File: src/rtl/fpu_arbiter_if.sv
// Requester-side bus of the shared-FPU arbiter: per-requester request fields,
// capture ack, and the broadcast response.
interface fpu_arbiter_if #(
    parameter int NREQ = 4
);
    logic [NREQ-1:0]       req_valid;
    logic [NREQ-1:0][2:0]  req_op;
    logic [NREQ-1:0][1:0]  req_rmode;
    logic [NREQ-1:0][63:0] req_opa;
    logic [NREQ-1:0][63:0] req_opb;
    logic [NREQ-1:0]       req_ack;
    logic [NREQ-1:0]       rsp_valid;
    logic [63:0]           rsp_out;

    modport master (
        output req_valid, req_op, req_rmode, req_opa, req_opb,
        input  req_ack, rsp_valid, rsp_out
    );

    modport slave (
        input  req_valid, req_op, req_rmode, req_opa, req_opb,
        output req_ack, rsp_valid, rsp_out
    );
endinterface

File: src/rtl/fpu_arbiter.sv
// Round-robin arbiter sharing one double-precision FPU between NREQ requesters, one op in flight.
// Optional macro FPU_ARB_FLAGS_EN adds FPU status flag inputs and a captured o_rsp_flags output.
module fpu_arbiter #(
    parameter int NREQ = 4,
    parameter int IW   = 2
) (
    input  logic          i_clk,
    input  logic          i_rst_n,
    fpu_arbiter_if.slave  bus,
    output logic          o_busy,
    output logic          o_fpu_enable,
    output logic [2:0]    o_fpu_op,
    output logic [1:0]    o_fpu_rmode,
    output logic [63:0]   o_fpu_opa,
    output logic [63:0]   o_fpu_opb,
    input  logic [63:0]   i_fpu_out,
    input  logic          i_fpu_ready
`ifdef FPU_ARB_FLAGS_EN
    ,
    input  logic          i_fpu_underflow,
    input  logic          i_fpu_overflow,
    input  logic          i_fpu_inexact,
    input  logic          i_fpu_exception,
    input  logic          i_fpu_invalid,
    output logic [4:0]    o_rsp_flags
`endif
);

    typedef enum logic [1:0] {
        S_IDLE = 2'd0,
        S_RUN  = 2'd1,
        S_DONE = 2'd2
    } state_t;

    state_t          r_state, w_state_nxt;
    logic [IW-1:0]   r_ptr, r_gnt, w_gnt_idx;
    logic            w_gnt_found, w_grant, w_done;
    logic [NREQ-1:0] r_ack, r_rsp_valid;
    logic [63:0]     r_rsp_out, r_opa, r_opb;
    logic [2:0]      r_op;
    logic [1:0]      r_rmode;
    logic            r_en;
`ifdef FPU_ARB_FLAGS_EN
    logic [4:0]      r_flags;
`endif

    // Scan from highest rotation offset down so the lowest offset from r_ptr wins.
    always_comb begin
        w_gnt_found = 1'b0;
        w_gnt_idx   = '0;
        for (int k = NREQ - 1; k >= 0; k--) begin
            if (bus.req_valid[IW'((int'(r_ptr) + k) % NREQ)]) begin
                w_gnt_found = 1'b1;
                w_gnt_idx   = IW'((int'(r_ptr) + k) % NREQ);
            end
        end
    end

    always_ff @(posedge i_clk or negedge i_rst_n) begin
        if (!i_rst_n) r_state <= S_IDLE;
        else          r_state <= w_state_nxt;
    end

    always_comb begin
        w_state_nxt = r_state;
        case (r_state)
            S_IDLE:  if (w_gnt_found) w_state_nxt = S_RUN;
            S_RUN:   if (i_fpu_ready) w_state_nxt = S_DONE;
            S_DONE:  w_state_nxt = S_IDLE;
            default: w_state_nxt = S_IDLE;
        endcase
    end

    always_comb begin
        w_grant = 1'b0;
        w_done  = 1'b0;
        o_busy  = 1'b1;
        case (r_state)
            S_IDLE:  begin w_grant = w_gnt_found; o_busy = 1'b0; end
            S_RUN:   w_done = i_fpu_ready;
            default: ;
        endcase
    end

    always_ff @(posedge i_clk or negedge i_rst_n) begin
        if (!i_rst_n) begin
            r_ptr       <= '0;
            r_gnt       <= '0;
            r_ack       <= '0;
            r_rsp_valid <= '0;
            r_rsp_out   <= '0;
            r_en        <= 1'b0;
            r_op        <= '0;
            r_rmode     <= '0;
            r_opa       <= '0;
            r_opb       <= '0;
`ifdef FPU_ARB_FLAGS_EN
            r_flags     <= '0;
`endif
        end else begin
            r_ack       <= '0;
            r_rsp_valid <= '0;
            if (w_grant) begin
                r_gnt            <= w_gnt_idx;
                r_ptr            <= (w_gnt_idx == IW'(NREQ - 1)) ? '0 : w_gnt_idx + 1'b1;
                r_ack[w_gnt_idx] <= 1'b1;
                r_en             <= 1'b1;
                r_op             <= bus.req_op[w_gnt_idx];
                r_rmode          <= bus.req_rmode[w_gnt_idx];
                r_opa            <= bus.req_opa[w_gnt_idx];
                r_opb            <= bus.req_opb[w_gnt_idx];
            end
            // Dropping enable here gives the FPU a low cycle in S_DONE to clear its counters.
            if (w_done) begin
                r_rsp_out          <= i_fpu_out;
                r_rsp_valid[r_gnt] <= 1'b1;
                r_en               <= 1'b0;
`ifdef FPU_ARB_FLAGS_EN
                r_flags <= {i_fpu_invalid, i_fpu_exception, i_fpu_inexact,
                            i_fpu_overflow, i_fpu_underflow};
`endif
            end
        end
    end

    assign bus.req_ack   = r_ack;
    assign bus.rsp_valid = r_rsp_valid;
    assign bus.rsp_out   = r_rsp_out;
    assign o_fpu_enable  = r_en;
    assign o_fpu_op      = r_op;
    assign o_fpu_rmode   = r_rmode;
    assign o_fpu_opa     = r_opa;
    assign o_fpu_opb     = r_opb;
`ifdef FPU_ARB_FLAGS_EN
    assign o_rsp_flags   = r_flags;
`endif

endmodule

File: src/flat_wrapper.sv
// flat-port wrapper written by rule: the top's interface ports become plain ports
module fpu_arbiter_flat 
#(
    parameter int NREQ = 4,
    parameter int IW   = 2
)
  (i_clk, i_rst_n, o_busy, o_fpu_enable, o_fpu_op, o_fpu_rmode, o_fpu_opa, o_fpu_opb, i_fpu_out, i_fpu_ready, bus_req_valid, bus_req_op, bus_req_rmode, bus_req_opa, bus_req_opb, bus_req_ack, bus_rsp_valid, bus_rsp_out);
  fpu_arbiter_if #(.NREQ(NREQ)) bus_i ();
  input  logic i_clk;
  input  logic i_rst_n;
  output logic o_busy;
  output logic o_fpu_enable;
  output logic [2:0] o_fpu_op;
  output logic [1:0] o_fpu_rmode;
  output logic [63:0] o_fpu_opa;
  output logic [63:0] o_fpu_opb;
  input  logic [63:0] i_fpu_out;
  input  logic i_fpu_ready;
  input wire logic [$bits(bus_i.req_valid)-1:0] bus_req_valid;
  input wire logic [$bits(bus_i.req_op)-1:0] bus_req_op;
  input wire logic [$bits(bus_i.req_rmode)-1:0] bus_req_rmode;
  input wire logic [$bits(bus_i.req_opa)-1:0] bus_req_opa;
  input wire logic [$bits(bus_i.req_opb)-1:0] bus_req_opb;
  output wire logic [$bits(bus_i.req_ack)-1:0] bus_req_ack;
  output wire logic [$bits(bus_i.rsp_valid)-1:0] bus_rsp_valid;
  output wire logic [$bits(bus_i.rsp_out)-1:0] bus_rsp_out;
  assign bus_i.req_valid = bus_req_valid;
  assign bus_i.req_op = bus_req_op;
  assign bus_i.req_rmode = bus_req_rmode;
  assign bus_i.req_opa = bus_req_opa;
  assign bus_i.req_opb = bus_req_opb;
  assign bus_req_ack = bus_i.req_ack;
  assign bus_rsp_valid = bus_i.rsp_valid;
  assign bus_rsp_out = bus_i.rsp_out;
  fpu_arbiter #(.NREQ(NREQ), .IW(IW)) u_core (.i_clk(i_clk), .i_rst_n(i_rst_n), .bus(bus_i), .o_busy(o_busy), .o_fpu_enable(o_fpu_enable), .o_fpu_op(o_fpu_op), .o_fpu_rmode(o_fpu_rmode), .o_fpu_opa(o_fpu_opa), .o_fpu_opb(o_fpu_opb), .i_fpu_out(i_fpu_out), .i_fpu_ready(i_fpu_ready));
endmodule
File: config.mk
export PLATFORM = sky130hd
export DESIGN_NAME = fpu_arbiter_flat
export DESIGN_NICKNAME = d
export VERILOG_FILES = /design/src/rtl/fpu_arbiter_if.sv /design/src/rtl/fpu_arbiter.sv /design/src/flat_wrapper.sv
export SDC_FILE = /design/constraint.sdc
export NUM_CORES = 1
export LEC_CHECK = 0
export ABC_AREA = 0
export CORE_AREA = 2 2 319 321
export CTS_BUF_LIST = sky130_fd_sc_hd__clkbuf_8 sky130_fd_sc_hd__clkbuf_16
export CTS_CLUSTER_DIAMETER = 40
export CTS_CLUSTER_SIZE = 25
export DETAILED_ROUTE_END_ITERATION = 8
export DIE_AREA = 0 0 321 323
export PLACE_DENSITY = 0.38
export SETUP_SLACK_MARGIN = 0.2
export SLEW_MARGIN = 20
export SYNTH_ARGS = -nofsm -noshare
export SYNTH_HDL_FRONTEND = slang
export SYNTH_SLANG_ARGS = --single-unit
File: constraint.sdc
create_clock -name i_clk -period 3.9 [get_ports i_clk]
set_input_delay 0.39 -clock i_clk [delete_from_list [all_inputs] [get_ports i_clk]]
set_output_delay 0.39 -clock i_clk [all_outputs]
set_load 0.05 [all_outputs]
# Word level (Yosys, flattened, before mapping)
# Index checks and enable logic that the tools add are counted.
# totals
in_bits	603
output_inout_bits	207
reg_bits	212
# classes
add_sub_neg	4
reduce_logical	5
n_mux	43
order_cmp	8
n_eq_ne	4
# ops
cell	n
$bmux 64 s2	2
$mux 64	2
$mux 1	19
$lt 2x4->1 const B	4
$mux 2	8
$bmux 1 s2	4
$mux 4	2
$bmux 3 s2	1
$lt 2x3->1 const B	2
$add 2x1->2 const B	2
$add 2x2->2 const B	2
$bmux 2 s2	1
$demux 1 s2	2
$ge 2x1->1 const B	2
$pmux 2 s2	1
$mux 3	1
$eq 2x1->1 const B	1
$eq 2x2->1 const B	1
$logic_and 1x1->1	2
$logic_not 2->1	1
$ne 2x1->1 const B	1
$ne 2x2->1 const B	1
$reduce_and 2->1	1
$reduce_bool 2->1	1

# Longest topological paths before layout
# logic_depth
depth_word	13
depth_mapped	8

# Worst setup path after synthesis
# Ideal clock, no wire load.
# synth_timing
path_kind	flip-flop to flip-flop
start	register u_core.r_ptr[1]
end	register u_core.r_opa[56] (netlist: u_core.o_fpu_opa[56])
setup_time_ns	0.126
arrival_ns	2.073
n_path_buf	3
path_slack_ns	1.701
synth_period_minus_slack_ns	2.199
path_stages_with_launch	9
cell_sequence	dfrtp_1 nand2b_1 a21o_1 buf_2 nand2_2 buf_2 buf_2 mux2_1 a221o_1
# synth_between
elab_chain_len	10
elab_cells_between_ends	26
classes_between	add/sub (3); mux (23)
# synth_rtl
item	line	rtl
start, declared	fpu_arbiter.sv:36	logic [IW-1:0] r_ptr, r_gnt, w_gnt_idx;
start signal, assigned	fpu_arbiter.sv:105	r_ptr <= (w_gnt_idx == IW'(NREQ - 1)) ? '0 : w_gnt_idx + 1'b1;
$add 2x2->2	fpu_arbiter.sv:52, fpu_arbiter.sv:54	
$bmux 1 s2	fpu_arbiter.sv:52	if (bus.req_valid[IW'((int'(r_ptr) + k) % NREQ)]) begin
$mux 1 (implied by the code) (2 in a row)	fpu_arbiter.sv:52	
$mux 2 (4 in a row)	fpu_arbiter.sv:52	
$bmux 64 s2	fpu_arbiter.sv:110	r_opa <= bus.req_opa[w_gnt_idx];
$mux 64 (implied by the code)	fpu_arbiter.sv:110	
end signal, assigned	fpu_arbiter.sv:110	
end, declared	fpu_arbiter.sv:39	logic [63:0] r_rsp_out, r_opa, r_opb;
# Parallel ways exist; a longest one is shown, timed or not. The select of a mux whose other input is x is not followed.
# A chain may end at the register's enable or synchronous reset.

# Final worst setup path
# layout_timing
start	register u_core.r_ptr[1]
end	register u_core.r_opb[8] (netlist: u_core.o_fpu_opb[8])
# layout_between
elab_chain_len	10
elab_cells_between_ends	26
classes_between	add/sub (3); mux (23)
# layout_rtl
item	line	rtl
$add 2x2->2	fpu_arbiter.sv:52, fpu_arbiter.sv:54	
$bmux 1 s2	fpu_arbiter.sv:52	
$mux 1 (implied by the code) (2 in a row)	fpu_arbiter.sv:52	
$mux 2 (4 in a row)	fpu_arbiter.sv:52	
$bmux 64 s2	fpu_arbiter.sv:111	r_opb <= bus.req_opb[w_gnt_idx];
$mux 64 (implied by the code)	fpu_arbiter.sv:111	
end signal, assigned	fpu_arbiter.sv:111	
end, declared	fpu_arbiter.sv:39	
# Parallel ways exist; a longest one is shown, timed or not. The select of a mux whose other input is x is not followed.

==> flow_summary.ini <==
[run_status]
status = complete, no violations

[timing]
slew_violations = 0
slew_headroom_pct = 43.6
final-setup-viol-count = 0
skew_ns = 0.0173
final-hold-violation-count = 0
setup-tns-final_ns = 0
tightest_slew_ns = 0.846
whs_ns = 0.323
finalWorstSetupSlack_ns = 1.25
post-route-period-util_pct = 67.9
min_period_ns = 2.65
rsz0062_at_grt = no
max_freq_mhz = 377

[routing]
drt-initial-drc-count = 651
vias = 13439
wl_um = 72000
drc = 0
drt_first_pass_iters = 5
drt.antenna.violating_nets = 0
viasPerCell = 3.98
wl_per_cell_um = 21.3

[worst_setup_path]
cpMaxStageDelayCell = buf_12
slowest_delay_ns = 0.59
worstPathCellList = nand2b_1 > a31oi_4 > buf_12 > nand3_1 > a21oi_1 > a221o_1
cp.required_ns = 4.43
critical_path_class = flop to flop
start_kind = flop
end_kind = flop
crit_fanout = 134
worstPathArrival_ns = 3.18

[place]
dp_hpwl_um = 52000
dpl_worst_slack_ns = 0.758
io_buffers = 809
finalWeightedCongestion = 0.810

[clock_network]
cts.sinks = 212
cts_buffers = 57
cts-root-buf = clkbuf_16
clk_latency_ns = 0.60
cts_resized = 0
clk_path_buf_depth = 3
cts_tree = done
cts_max_level = 2
path_clk_slew_ns = 0.05

[layout]
area_growth_pct = 102
fillCellCount = 10876
final_cell_mix = 808 x clkdlybuf4s50_1, 212 x dfrtp_1, 198 x nand2_1
utilization_pct = 23.3
final_common_cell = clkdlybuf4s50_1
multi_input_area_mm2 = 0.00587
drive_above_1_share_pct = 6.70
layout.nets = 2617
seq_area_mm2 = 0.00531

[floorplan]
core_mm2 = 0.101
start_util_pct = 11.5
io_pins = 810
num_rows = 117
die_area_mm2 = 0.104
die_y_um = 323
die_w_um = 321

[logic_synthesis]
synth_edf_count = 0
netlist_area_mm2 = 0.0116
ys.flop_type = dfrtp_1
yosysSeqAreaShare_pct = 45.6
synthesis.nets = 1848
ys_async_sr_fraction_pct = 100
yosysWarnings = 0
yosys_register_bits = 212
synth_cell_types = 28
netlist_instances = 1245
avgSynthCellArea_um2 = 9.34

[run]
drv_cap = 0

[pwr]
power_mw = 20.4
pwr_density_cell_mw_per_mm2 = 869
p_leak_nw = 9.30
peakVddDrop_mv = 0.520

[grt]
grt_first_pass_wirelength_um = 99900
grt_pass1_vias = 14212
grt_max_degree = 134
antenna_found_initial = 8
grt_overflow_total = 0
groute.usage.overall_pct = 13.0

[hold_path]
holdCritPathClass = input pin to flop
-- path summary, 6_finish.rpt --
| path | startpoint | endpoint | slack (ns) | cells past startpoint |
|---|---|---|---|---|
| max reg2reg | u_core.r_ptr[1] | u_core.o_fpu_opb[8] | 1.25 | 6 |
| max | u_core.r_ptr[1] | u_core.o_fpu_opb[8] | 1.25 | 6 |
| max in group asynchronous | i_rst_n | u_core.o_fpu_opa[61] | 2.66 | 3 |
| min in group asynchronous | i_rst_n | u_core.bus.rsp_out[23] | 0.43 | 2 |
| min | i_fpu_out[16] | u_core.bus.rsp_out[16] | 0.32 | 3 |
| min reg2reg | u_core.bus.rsp_out[9] | u_core.bus.rsp_out[9] | 0.46 | 2 |
-- sequential cells by signal (all words and copies together), names as in the netlist --
register,cells
u_core.r_gnt,2
u_core.o_fpu_opb,64
u_core.o_fpu_op,3
u_core.bus.req_ack,4
u_core.bus.rsp_valid,4
u_core.r_state,2
u_core.o_fpu_enable,1
u_core.o_fpu_rmode,2
u_core.r_ptr,2
u_core.bus.rsp_out,64
u_core.o_fpu_opa,64
-- power breakdown --
part	internal (mW)	switching (mW)
clock	3.79	1.52
combinational	3.96	7.26
sequential	3.27	0.631
-- final cells by class --
class / instances / area share [%]
inverters: 2 / 0.0319
flip-flops and latches: 212 / 22.6
repair buffers: 840 / 36.2
clock buffers: 69 / 6.82
well taps: 1309 / 6.97
diodes: 10 / 0.106
multi-input cells: 901 / 25.0
clock inverters: 37 / 2.36
-- worst max-delay path, delay by kind of cell (launching register included) --
| kind | cells | cell delay, ns |
|---|---|---|
| AO/OA/AOI/OAI | 3 | 1.01 |
| buffers and inverters | 1 | 0.59 |
| flip-flops | 1 | 0.43 |
| AND/OR/NAND/NOR | 2 | 0.40 |
-- through the flow --
stage / instance area (µm²) / std cells
global route: 23500 / 3375
global placement: 21300 / 3263
floorplan: 11600 / 1245
detailed placement: 21300 / 3263
finish: 23500 / 3380
CTS: 23500 / 3370
-- synthesized netlist by cell type (4+ instances only) --
library cell,count,area share [%]
a21oi_1,136,5.9
a221o_1,133,11
buf_1,26,0.84
buf_2,5,0.22
clkbuf_1,96,3.1
dfrtp_1,212,46
mux2_1,133,13
nand2_1,198,6.4
nand2b_1,4,0.22
nand3_1,133,5.7
nor2_1,7,0.23
nor3_1,4,0.17
o21ai_0,134,5.8
-- cells by family (layout without fill, tap and decap cells) --
logic type,count (synthesis),in the layout,share of synthesized area (%)
AOI/OAI and AO/OA,412,412,23.7
and+or+nand+nor,355,355,13.3
DFF,212,212,45.6
muxes,133,133,12.9
buffers and inverters,132,948,4.41
xor gates and xnor gates,1,1,0.0754
other,0,10,0
-- routing by layer --
| metal | GRT usage [%] | vias up | part of all wire (%) |
|---|---|---|---|
| met5 | 0 | - | 0.042 |
| met4 | 5.39 | 4 | 3.6 |
| met3 | 4.11 | 117 | 8.4 |
| met2 | 22.6 | 609 | 49 |
| met1 | 14.7 | 6532 | 39 |
| li1 | - | 6177 | - |
-- timing repair --
item	in CTS	in global routing
buffers inserted	0	0
endpoints found under the hold margin	80	0
hold buffers	1	0
(Power assumes the default switching activity.)
